## src/rtl/seg_scan_ctrl.sv

```systemverilog
// Scan controller for an 8-digit multiplexed seven-segment display (anodes active high).
// Latches a hex word plus enable/dp masks and cycles through enabled digits with a blanking gap.
module seg_scan_ctrl #(
  parameter int unsigned DWELL_CYCLES = 100000,
  parameter int unsigned BLANK_CYCLES = 1000,
  parameter int unsigned CNT_W        = 17
) (
  input  logic        clk,
  input  logic        rst,
  input  logic        load,
  input  logic [31:0] data_in,
  input  logic [7:0]  digit_en,
  input  logic [7:0]  dp_in,
  output logic        load_ack,
  output logic [7:0]  an,
  output logic [3:0]  hex_nib,
  output logic        dp,
  output logic        frame_done
);

  localparam logic [CNT_W-1:0] DWELL_LAST   = CNT_W'(DWELL_CYCLES - 1);
  localparam int unsigned      BLANK_LAST_I = (BLANK_CYCLES > 0) ? BLANK_CYCLES - 1 : 0;
  localparam logic [CNT_W-1:0] BLANK_LAST   = CNT_W'(BLANK_LAST_I);
  localparam bit               HAS_BLANK    = (BLANK_CYCLES > 0);

  typedef enum logic [1:0] {
    S_IDLE,
    S_SHOW,
    S_BLANK
  } state_t;

  state_t           state_q, state_d;
  logic [2:0]       idx_q, idx_d;
  logic [CNT_W-1:0] cnt_q, cnt_d;
  logic [31:0]      data_q;
  logic [7:0]       en_q;
  logic [7:0]       dp_q;
  logic             ack_q;
  logic [7:0]       an_q, an_d;
  logic [3:0]       nib_q, nib_d;
  logic             dpo_q, dpo_d;
  logic             fd_q, fd_d;

  logic [2:0]       nxt_idx, lo_idx, cand;
  logic             nxt_found, lo_found;
  logic             enter;
  logic [2:0]       enter_idx;

  always_ff @(posedge clk) begin
    if (rst) begin
      data_q <= '0;
      en_q   <= '0;
      dp_q   <= '0;
      ack_q  <= 1'b0;
    end else begin
      ack_q <= load;
      if (load) begin
        data_q <= data_in;
        en_q   <= digit_en;
        dp_q   <= dp_in;
      end
    end
  end

  // Search starts at idx+1 and wraps; idx itself is tried last so a lone digit repeats.
  always_comb begin
    cand      = '0;
    nxt_idx   = idx_q;
    nxt_found = 1'b0;
    lo_idx    = '0;
    lo_found  = 1'b0;
    for (int unsigned k = 1; k <= 8; k++) begin
      cand = idx_q + 3'(k);
      if (!nxt_found && en_q[cand]) begin
        nxt_idx   = cand;
        nxt_found = 1'b1;
      end
    end
    for (int unsigned k = 0; k < 8; k++) begin
      if (!lo_found && en_q[3'(k)]) begin
        lo_idx   = 3'(k);
        lo_found = 1'b1;
      end
    end
  end

  always_comb begin
    state_d   = state_q;
    idx_d     = idx_q;
    cnt_d     = cnt_q;
    an_d      = an_q;
    nib_d     = nib_q;
    dpo_d     = dpo_q;
    fd_d      = 1'b0;
    enter     = 1'b0;
    enter_idx = idx_q;

    if (en_q == '0) begin
      state_d = S_IDLE;
      cnt_d   = '0;
      an_d    = '0;
    end else begin
      case (state_q)
        S_IDLE: begin
          enter     = 1'b1;
          enter_idx = lo_idx;
        end
        S_SHOW: begin
          if (cnt_q == DWELL_LAST) begin
            if (HAS_BLANK) begin
              state_d = S_BLANK;
              cnt_d   = '0;
              an_d    = '0;
            end else begin
              enter     = 1'b1;
              enter_idx = nxt_idx;
              fd_d      = (nxt_idx <= idx_q);
            end
          end else begin
            cnt_d = cnt_q + CNT_W'(1);
          end
        end
        S_BLANK: begin
          if (cnt_q == BLANK_LAST) begin
            enter     = 1'b1;
            enter_idx = nxt_idx;
            fd_d      = (nxt_idx <= idx_q);
          end else begin
            cnt_d = cnt_q + CNT_W'(1);
          end
        end
        default: begin
          state_d = S_IDLE;
          cnt_d   = '0;
          an_d    = '0;
        end
      endcase
    end

    // Nibble and dp are captured only here, so a reload never tears the lit digit.
    if (enter) begin
      state_d = S_SHOW;
      idx_d   = enter_idx;
      cnt_d   = '0;
      an_d    = 8'b1 << enter_idx;
      nib_d   = data_q[{enter_idx, 2'b00} +: 4];
      dpo_d   = dp_q[enter_idx];
    end
  end

  always_ff @(posedge clk) begin
    if (rst) begin
      state_q <= S_IDLE;
      idx_q   <= '0;
      cnt_q   <= '0;
      an_q    <= '0;
      nib_q   <= '0;
      dpo_q   <= 1'b0;
      fd_q    <= 1'b0;
    end else begin
      state_q <= state_d;
      idx_q   <= idx_d;
      cnt_q   <= cnt_d;
      an_q    <= an_d;
      nib_q   <= nib_d;
      dpo_q   <= dpo_d;
      fd_q    <= fd_d;
    end
  end

  assign load_ack   = ack_q;
  assign an         = an_q;
  assign hex_nib    = nib_q;
  assign dp         = dpo_q;
  assign frame_done = fd_q;

endmodule

```

## config.mk

```make
export PLATFORM = sky130hd
export DESIGN_NAME = seg_scan_ctrl
export DESIGN_NICKNAME = d
export VERILOG_FILES = /design/src/rtl/seg_scan_ctrl.sv
export SDC_FILE = /design/constraint.sdc
export NUM_CORES = 1
export LEC_CHECK = 0
export BUFFER_PORTS_ARGS = -buffer_cell sky130_fd_sc_hd__buf_2
export CAP_MARGIN = 0
export CORE_UTILIZATION = 59
export CTS_CLUSTER_DIAMETER = 30
export DETAILED_ROUTE_END_ITERATION = 10
export GPL_ROUTABILITY_DRIVEN = 1
export GPL_TIMING_DRIVEN = 0
export HOLD_SLACK_MARGIN = 0.1
export PLACE_DENSITY_LB_ADDON = 0.1
export SYNTH_ARGS = -nofsm -noshare
export SYNTH_HDL_FRONTEND = slang
export SYNTH_SLANG_ARGS = --single-unit
```

## constraint.sdc

```tcl
create_clock -name clk -period 5.3 [get_ports clk]
set_input_delay 0.265 -clock clk [delete_from_list [all_inputs] [get_ports clk]]
set_output_delay 0.265 -clock clk [all_outputs]
set_load 0.01 [all_outputs]
```

After elaboration in Yosys (flattened, before gate mapping)

Cells that the tools add are included.

Bits in registers: 85
Output and inout port bits: 15

Add/sub/neg operators: 8
Order comparisons: 10
Equal/unequal tests: 8
Shift operators: 2
Multiplexer cells: 64
Bitwise operators: 4
Reductions and logical operators: 36

Operator list:

| operator                                                   | number |
|---|---|
| case mux 17 bit (3 select lines)                           | 1 |
| 2-to-1 mux 3 bit                                           | 16 |
| less-than comparator 3 x 4 -> 1 bit, second input constant | 9 |
| 2-to-1 mux 17 bit                                          | 2 |
| variable part select 32 x 6 -> 4 bit                       | 1 |
| 2-to-1 mux 1 bit                                           | 28 |
| binary-select mux 1 bit (select 3 bit)                     | 9 |
| 2-to-1 mux 8 bit                                           | 3 |
| adder 17 x 1 -> 17 bit, second input constant              | 1 |
| equality test 17 x 10 -> 1 bit, second input constant      | 1 |
| equality test 17 bit, second input constant                | 1 |
| case mux 8 bit (2 select lines)                            | 1 |
| logical AND 1 bit                                          | 14 |
| zero test 1 bit                                            | 14 |
| adder 3 bit, second input constant                         | 4 |
| zero test 8 bit                                            | 1 |
| << shifter 1 x 3 -> 8 bit, first input constant            | 1 |
| adder 3 x 2 -> 3 bit, second input constant                | 2 |
| case mux 3 bit (2 select lines)                            | 1 |
| AND reduction 2 bit                                        | 3 |
| inequality test 2 bit, second input constant               | 2 |
| inequality test 4 bit, second input constant               | 1 |
| NOT 1 bit                                                  | 4 |
| case mux 2 bit (2 select lines)                            | 1 |
| 11 further kinds                                           | 11 |

Depth between registers and ports, before layout

Gate-level depths: netlist of the first run.

Word-level depth: 30
Gate-level depth with buffers: 18

Least setup slack after synthesis of the first run

Ideal clock, no wire load.

Kind: register -> register
From: reg idx_q[1]
To: reg fd_q (netlist: frame_done)
Setup time: 0.096 ns
Arrival time: 3.943 ns
Required time: 5.204 ns
Path slack: 1.261 ns
Stages on the path, launching flop included: 18
Path through: dfxtp_1 buf_4 buf_2 inv_1 ha_1 buf_6 mux4_2 mux2_4 or2_4 a2111o_1 and3_4 nor3_1 nor3_1 ha_1 a21o_1 a21oi_1 a31oi_1 nor4b_1

Longest elaborated chain between the ends: 26

RTL lines:

| item                                   | line | source |
|---|---|---|
| start: declaration                     | 33   | `logic [2:0] idx_q, idx_d;` |
| start signal: assignment               | 162  | `idx_q <= idx_d;` |
| adder 3 x 1 -> 3 bit                   | 73   | `cand = idx_q + 3'(k);` |
| binary-select mux 1 bit (select 3 bit) | 74   | `if (!nxt_found && en_q[cand]) begin` |
| 2-to-1 mux 1 bit (implied by the code) | 74   |  |
| 2-to-1 mux 1 bit                       | 74   |  |
| zero test 1 bit                        | 74   |  |
| logical AND 1 bit                      | 74   |  |
| 2-to-1 mux 1 bit                       | 74   |  |
| zero test 1 bit                        | 74   |  |
| [... 10 more ...]                      | -    |  |
| 2-to-1 mux 1 bit                       | 74   |  |
| zero test 1 bit                        | 74   |  |
| logical AND 1 bit                      | 74   |  |
| 2-to-1 mux 1 bit                       | 74   |  |
| zero test 1 bit                        | 74   |  |
| logical AND 1 bit                      | 74   |  |
| 2-to-1 mux 3 bit                       | 74   |  |
| <= comparator 3 bit *                  | 127  | `fd_d = (nxt_idx <= idx_q);` |
| end signal: assignment                 | 159  | `fd_q <= 1'b0;` |
| end signal: assignment                 | 167  | `fd_q <= fd_d;` |
| end: declaration                       | 42   | `logic fd_q, fd_d;` |

Every way passes the cells marked *; elsewhere a longest branch is shown, timed or not. The select of a mux whose other input is x is not followed.
A chain may end at the register's enable or synchronous reset.

Worst setup path after layout of the first run

From: reg idx_q[1]
To: reg nib_q[1] (netlist: hex_nib[1])

Longest elaborated chain between the ends: 29

RTL lines:

| item                                   | line | source |
|---|---|---|
| adder 3 x 1 -> 3 bit                   | 73   |  |
| binary-select mux 1 bit (select 3 bit) | 74   |  |
| 2-to-1 mux 1 bit (implied by the code) | 74   |  |
| 2-to-1 mux 1 bit                       | 74   |  |
| zero test 1 bit                        | 74   |  |
| logical AND 1 bit                      | 74   |  |
| 2-to-1 mux 1 bit                       | 74   |  |
| zero test 1 bit                        | 74   |  |
| [... 13 more ...]                      | -    |  |
| 2-to-1 mux 1 bit                       | 74   |  |
| zero test 1 bit                        | 74   |  |
| logical AND 1 bit                      | 74   |  |
| 2-to-1 mux 3 bit                       | 74   |  |
| 2-to-1 mux 3 bit                       | 124  | `if (cnt_q == BLANK_LAST) begin` |
| case mux 3 bit (2 select lines)        | 103  | `case (state_q)` |
| 2-to-1 mux 3 bit *                     | 98   | `if (en_q == '0) begin` |
| variable part select 32 x 6 -> 4 bit * | 146  | `nib_d = data_q[{enter_idx, 2'b00} +: 4];` |
| end signal: assignment                 | 165  | `nib_q <= nib_d;` |
| end: declaration                       | 40   | `logic [3:0] nib_q, nib_d;` |

Marks and branches as above.

==> results.md, run 1 <==
- Run status: complete, no violations
- Share of final-layout standard cells stronger than drive strength 1: 0.238
- Dominant cell type by area after synthesis: dfxtp_1
- Highest clock frequency the design can meet: around 200 MHz
- Cell area after technology mapping: roughly 5200 um^2
- # diodes: 0
- Clock root buffer: clkbuf_8
- Fraction of post-synthesis cell area in the top cell type by area: 0.329
- FP Rows: 33
- Filler instances: between 600 and 700
- Power density cells: 328 nW/um^2
- Relative max-transition margin: 0.484
- Non-filler cells, final: 739
- Biggest area contributors in the synthesized netlist: dfxtp_1 33%, mux2i_1 15%, mux4_2 7.8%
- Most instantiated flip-flop cell in the synthesis netlist: dfxtp_1
- TritonCTS clock tree: yes
- Sort of element at the end of the critical path: register
- Maximum fanout along the worst path: 10
- Detailed-route DRC error count: 0
- Buffer levels on the longest clock path: 2
- Worst hold path type: input pin to register
- Max capacitance violation total: 0
- Tot GR Track Use: 0.283
- Standard cell area after detailed placement: ~5600 um^2
- Tcrit/Tclk final: 0.946
- Drt via density: 5.96
- Area inside the core boundary: roughly 8300 um^2
- Type of the setup path with the least slack: register to register
- Fraction of the mapped netlist area in compound gates: 0.0869
- Wire length of the first global-routing pass: approximately 20,000 um
- Fraction of registers with async set or reset after synthesis: 0
- GP Congestion: just under 0.9
- Die X: roughly 96 um
- Number of buffers inserted by hold repair at cts: 0
- Ys Warns: 0
- Cell count after placement: between 700 and 800
- Clock-pin slew of the registers on the worst-case setup and hold paths: 0.09 ns
- Final total negative setup slack: 0 ns
- Total count of max-transition violations in the final report: 0
- Max rail drop VDD: slightly above 0.2 mV
- Hold Fails Final Rpt: 0
- Number of optimization iterations in the first detailed-route pass: 5
- Number of global-route vias before repair: roughly 4,200
- Top Ports: 66
- Number of buffers inserted by post-CTS setup repair: 0
- Post-synthesis xor/xnor area fraction: 0.0390
- Cell depth of the worst min-delay path: 3
- Initial Util: 0.620
- Number of buffers inserted during clock tree synthesis: 9
- Total length of routed wires: 12,200 um
- CTS Sinks: 85
- Largest family of logic cells by synthesized area: multiplexers
- Post-synth EDFFs: 0
- Die Ht: approximately 96 um
- Max H-tree Level: 3
- Hpwl dp: around 9200 um
- Startpoint class of the critical path: register
- Avg Synthesized Cell Area: roughly 9.3 um^2
- Final non-filler cell area: between 5000 and 6000 um^2
- Share of synthesized cell area in full adder, half adder and majority cells: 0.0242
- Routed vias: between 4,000 and 5,000
- Post-cts repair resize count: 0
- Number of register bits inferred by synthesis: 85
- Routed wirelength normalized by instance count: approximately 17 um
- CP Data Required Time: between 5 and 6 ns
- Synthesis-to-finish area growth: 12.4%
- Total nets after synthesis: 616
- Register-to-Register Path Depth: 17
- Slew of the pin with the lowest slew margin: between 0.7 and 0.8 ns
- Layout Nets: 691
- Proportion of synthesized area in mux cells: 0.290
- Synth unique cells: 61
- Remaining Overflow, GRT: 0
- Fin Clk Skew: 0.0105 ns
- Count of buffers from port buffering: 64
- Static Leakage: between 2 and 2.5 nW
- Initial antenna violation count: 0
- Overall die area: 9140 um^2
- Source-to-sink clock delay at the later pin of the worst-skew pair: between 0.3 and 0.4 ns
- Maximum number of pins on one net before global-route repair: 15
- Iter 0 DRT Violations: 301
- Number of nets with antenna violations after detailed routing: 0
- Share of synthesized area occupied by flip-flops and latches: 0.329
- Finish-stage setup viols: 0
- Final critical path time including I/O delays and setup: ~5.0 ns
- Post-synthesis instance total: 555
- Worst path arrival time: ~5.3 ns
- Unrepaired setup endpoints after global routing: no
- Share of synthesized cell area in and, or, nand and nor gates: 0.183
-- flip-flops by register name, indices dropped and copies added (netlist names) --
register    flops
data_q         32
cnt_q          17
an              8
dp_q            8
en_q            8
hex_nib         4
idx_q           3
state_q         2
dp              1
frame_done      1
load_ack        1
-- synthesized netlist by cell type, types with 2 or more instances --
cell type,n
nor2_1,92
dfxtp_1,85
mux2i_1,75
mux2_2,29
nand2_1,29
clkbuf_1,20
mux4_2,18
a21oi_1,16
xor2_1,15
nand4_1,12
buf_1,10
ha_1,10
nor3_1,10
inv_1,9
o21ai_0,9
nand3_1,8
nor4_1,8
xnor2_1,8
and2_1,7
buf_2,6
a32oi_1,5
and3_1,5
nor2b_1,5
o2111ai_1,5
or2_2,5
buf_4,4
nand2b_1,4
nand3b_1,4
a21o_1,3
a22oi_1,3
a31oi_1,2
buf_6,2
o22ai_1,2
o31ai_1,2
or3_1,2
-- through the flow --
stage	worst slack [ns]	power (mW)	hold slack (ns)	util
4_1_cts	0.432	1.91	0.136	0.697
6_report	0.289	1.91	0.148	0.697
2_1_floorplan	1.26	1.29	0.412	-
3_5_place_dp	0.467	1.46	0.449	0.674
3_3_place_gp	0.555	1.44	0.440	0.674
5_1_grt	0.0476	2.00	0.148	0.697
-- critical path, cell delays in order (launching register included) --
cell and delay (ns):
dfxtp_1 0.49, buf_4 0.26, buf_2 0.28, inv_1 0.17, ha_1 0.32, buf_6 0.13
clkbuf_1 0.43, mux4_2 0.45, nor2_1 0.16, nand4_1 0.19, a21oi_1 0.24, o21ai_0 0.15
a211o_1 0.31, o21ai_0 0.31, clkbuf_1 0.38, clkbuf_1 0.37, nand4_1 0.18, o2111ai_1 0.12
-- path summary, 6_finish.rpt --
path                from  slack (ns)         end
max             idx_q[1]        0.29  hex_nib[1]
min          data_in[13]        0.15  data_q[13]
max reg2reg     idx_q[1]        0.29  hex_nib[1]
min reg2reg     cnt_q[0]        0.47    cnt_q[0]
-- power breakdown --
group          switching (mW)  internal [mW]
registers              0.0278          0.676
logic                   0.403          0.345
clock network           0.237          0.217
-- cells by family (layout without fill, tap and decap cells) --
| group | after synthesis | in the layout |
|---|---|---|
| simple gates | 199 | 199 |
| xor+xnor | 23 | 23 |
| fa+ha+maj | 10 | 10 |
| flops | 85 | 85 |
| buf+inv | 53 | 132 |
| mux | 123 | 123 |
| compound gates | 62 | 62 |
-- per-layer routing --
metal	up-vias	part of all wire	track usage	wire length [um]
met5	-	0	0	0
met4	0	0.014	0.0958	173
met3	20	0.059	0.0622	722
met2	147	0.49	0.477	5950
met1	2099	0.44	0.359	5360
li1	2140	-	-	-
-- cell type report --
cell class,instances,area [um^2],share of cell area
multi-input cells,417,3220,0.554
flip-flops and latches,85,1700,0.293
repair buffers,64,320,0.0551
plain buffers,43,210,0.0362
well taps,105,131,0.0226
clock buffers,10,128,0.0220
clock inverters,5,62.6,0.0108
inverters,10,37.5,0.00646
-- cell usage in the layout (no fill, tap or decap), types with 7 or more instances in the layout --
| cell | count |
|---|---|
| inv_1 | 9 |
| buf_1 | 10 |
| nor2_1 | 92 |
| xor2_1 | 15 |
| nor3_1 | 10 |
| clkbuf_8 | 9 |
| mux2i_1 | 75 |
| xnor2_1 | 8 |
| nand2_1 | 29 |
| nand3_1 | 8 |
| a21oi_1 | 16 |
| buf_2 | 70 |
| dfxtp_1 | 85 |
| clkbuf_1 | 21 |
| nor4_1 | 8 |
| mux2_2 | 29 |
| ha_1 | 10 |
| mux4_2 | 18 |
| o21ai_0 | 9 |
| and2_1 | 7 |
| nand4_1 | 12 |
Note: power is estimated with default switching activity, not from simulation.
==> run 2: changes to the inputs <==
--- a/config.mk
+++ b/config.mk
@@ -14,6 +14,7 @@
 export GPL_TIMING_DRIVEN = 0
 export HOLD_SLACK_MARGIN = 0.1
 export PLACE_DENSITY_LB_ADDON = 0.1
+export SLEW_MARGIN = 30
 export SYNTH_ARGS = -nofsm -noshare
 export SYNTH_HDL_FRONTEND = slang
 export SYNTH_SLANG_ARGS = --single-unit
==> constraint.sdc (replaced) <==
create_clock -name clk -period 5.1 [get_ports clk]
set_input_delay 0.255 -clock clk [delete_from_list [all_inputs] [get_ports clk]]
set_output_delay 0.255 -clock clk [all_outputs]
set_load 0.01 [all_outputs]
==> run 2 against run 1 <==
Critical path type unchanged. Sequential power grew 4.0%. Hold slack lost 0.011 ns. Clock power grew 4%. Maximum frequency up 4.8%. Setup slack improved by 0.032 ns. Sequential share of layout area barely moved. Design area up 0.11%. Largest cell class unchanged.
==> results.md, run 2 (synthesis results as in run 1) <==
- Launch point of the critical path: idx_q[1]
- Number of optimization iterations in the first detailed-route pass: 5 (unchanged)
- CP Data Required Time: 5.37 ns (-0.20 ns)
- Routed wirelength normalized by instance count: 16.7 um (+0.88%)
- TritonCTS clock tree: yes
- Area used by multi-input combinational logic: 3220 um^2 (+0.12%)
- Sort of element at the end of the critical path: register
- Final critical path time including I/O delays and setup: 4.78 ns (-0.232 ns)
- Number of global-route vias before repair: 4,218 (unchanged)
- Maximum fanout along the worst path: 10 (unchanged)
- Max rail drop VDD: 0.214 mV (+3.9%)
- Max capacitance violation total: 0 (unchanged)
- Most frequent cells in the layout: 92 x nor2_1, 85 x dfxtp_1, 75 x mux2i_1
- Worst hold path type: input pin to register
- Number of nets with antenna violations after detailed routing: 0 (unchanged)
- Hpwl dp: 9200 um (unchanged)
- Startpoint class of the critical path: register
- Worst R2R Start: idx_q[1]
- Area inside the core boundary: 8340 um^2 (unchanged)
- Remaining Overflow, GRT: 0 (unchanged)
- Share of final-layout standard cells stronger than drive strength 1: 0.243 (+0.00473)
- Static Leakage: 2.43 nW (+0.26%)
- Register Area: 1700 um^2 (unchanged)
- Slew of the pin with the lowest slew margin: 0.775 ns (+0.000681 ns)
- Initial antenna violation count: 0 (unchanged)
- Detailed-route DRC error count: 0 (unchanged)
- FP Rows: 33 (unchanged)
- Drt via density: 5.97 (+0.16%)
- Largest reg by FF count: data_q
- Initial Util: 0.620 (unchanged)
- Power density cells: 341 nW/um^2 (+4.1%)
- Routed vias: 4,413 (+0.16%)
- Overall die area: 9140 um^2 (unchanged)
- Total count of max-transition violations in the final report: 0 (unchanged)
- Clock root buffer: clkbuf_8
- Worst path arrival time: 5.05 ns (-0.23 ns)
- Relative max-transition margin: 0.484 (about the same)
- Die X: 95.6 um (unchanged)
- # diodes: 0 (unchanged)
- Layout Nets: 691 (unchanged)
- Synthesis-to-finish area growth: 12.5%
- Startpoint of the tightest hold check path: data_in[13]
- CTS Sinks: 85 (unchanged)
- Final total negative setup slack: 0 ns (unchanged)
- Worst hold margin: 0.137 ns (-0.0107 ns)
- Buffer levels on the longest clock path: 2 (unchanged)
- Largest registers ranked by flip-flop count: data_q: 32 flops, cnt_q: 17 flops
- Highest clock frequency the design can meet: 209 MHz (+4.8%)
- Type of the setup path with the least slack: register to register
- Number of buffers inserted by post-CTS setup repair: 0 (unchanged)
- Number of flip-flops under the largest register name: 32 (unchanged)
- Tcrit/Tclk final: 0.937 (-0.00835)
- Cells traversed along the worst timing path: buf_4 > buf_2 > inv_1 > ha_1 > buf_6 > mux4_2 > mux2i_1 > nand4_1 > a21oi_1 > o21ai_0 > a211o_1 > o21ai_0 > clkbuf_1 > clkbuf_2 > nand4_1 > o2111ai_1
- Unrepaired setup endpoints after global routing: no
- Hold Fails Final Rpt: 0 (unchanged)
- Top Ports: 66 (unchanged)
- Final non-filler cell area: 5820 um^2 (+0.11%)
- CP max stage delay: 0.57 ns (+0.08 ns)
- Fin Clk Skew: 0.0106 ns (+0.0000341 ns)
- Run status: complete, no violations
- Clock-pin slew of the registers on the worst-case setup and hold paths: 0.08 ns (about the same)
- Standard cell area after detailed placement: 5620 um^2 (unchanged)
- GP Congestion: 0.894 (unchanged)
- Slowest cell on the critical path: mux4_2
- Post-Route Utilization: 0.697 (+0.000750)
- Wire length of the first global-routing pass: 20,000 um (unchanged)
- Number of buffers inserted during clock tree synthesis: 9 (unchanged)
- Count of buffers from port buffering: 64 (unchanged)
- Tot GR Track Use: 0.283 (unchanged)
- Iter 0 DRT Violations: 250 (-17%)
- Maximum number of pins on one net before global-route repair: 15 (unchanged)
- Die Ht: 95.6 um (unchanged)
- Filler instances: 696 (+0.14%)
- Most common library cell in the layout ignoring fill and taps: nor2_1
- Source-to-sink clock delay at the later pin of the worst-skew pair: 0.35 ns (about the same)
- Total length of routed wires: 12,300 um (+0.88%)
- Max H-tree Level: 3 (unchanged)
- Finish-stage setup viols: 0 (unchanged)
-- run 2: area by class of cell --
cell class	count	area share
inverter	10	0.00645
clock inverter	5	0.0108
buffer	43	0.0366
sequential	85	0.293
multi-input combinational	417	0.554
tap	105	0.0226
clock buffer	10	0.0219
timing repair buffer	64	0.0551
-- run 2: repair_timing --
action | 4_1_cts | 5_1_grt
setup endpoints to repair | 0 | 5
hold buffers | 0 | 0
gates resized for setup | 0 | 5
-- run 2: layer usage --
metal  global-route usage  wire length [um]
met4               0.0958               146
met5                    0                 0
met1                0.359              5390
met2                0.477              5960
met3               0.0622               814
-- run 2: final timing paths --
kind	end	slack [ns]	cells after the start
max	hex_nib[1]	0.32	16
min	data_q[13]	0.14	3
max reg2reg	hex_nib[1]	0.32	16
min reg2reg	cnt_q[0]	0.47	1
-- run 2: metrics by stage --
step           instances  setup slack [ns]  power, mW
5_1_grt              739             0.102       2.08
6_report             739             0.320       1.99
2_1_floorplan        555              1.06       1.34
4_1_cts              739             0.232       1.98
3_5_place_dp         724             0.267       1.51
3_3_place_gp         724             0.355       1.49
-- run 2: where the power goes --
part / switching, mW / internal, mW
registers: 0.0292 / 0.702
logic: 0.423 / 0.360
clock network: 0.245 / 0.226
total: 0.698 / 1.29
-- run 2: worst max-delay path, delay by kind of cell (launching register included) --
| family | cells | cell delay (ns) |
|---|---|---|
| buffers and inverters | 6 | 1.52 |
| AO/OA/AOI/OAI | 5 | 1.10 |
| multiplexers | 2 | 0.90 |
| flip-flops | 1 | 0.49 |
| AND/OR/NAND/NOR | 2 | 0.36 |
| adder cells (fa/ha/maj) | 1 | 0.32 |
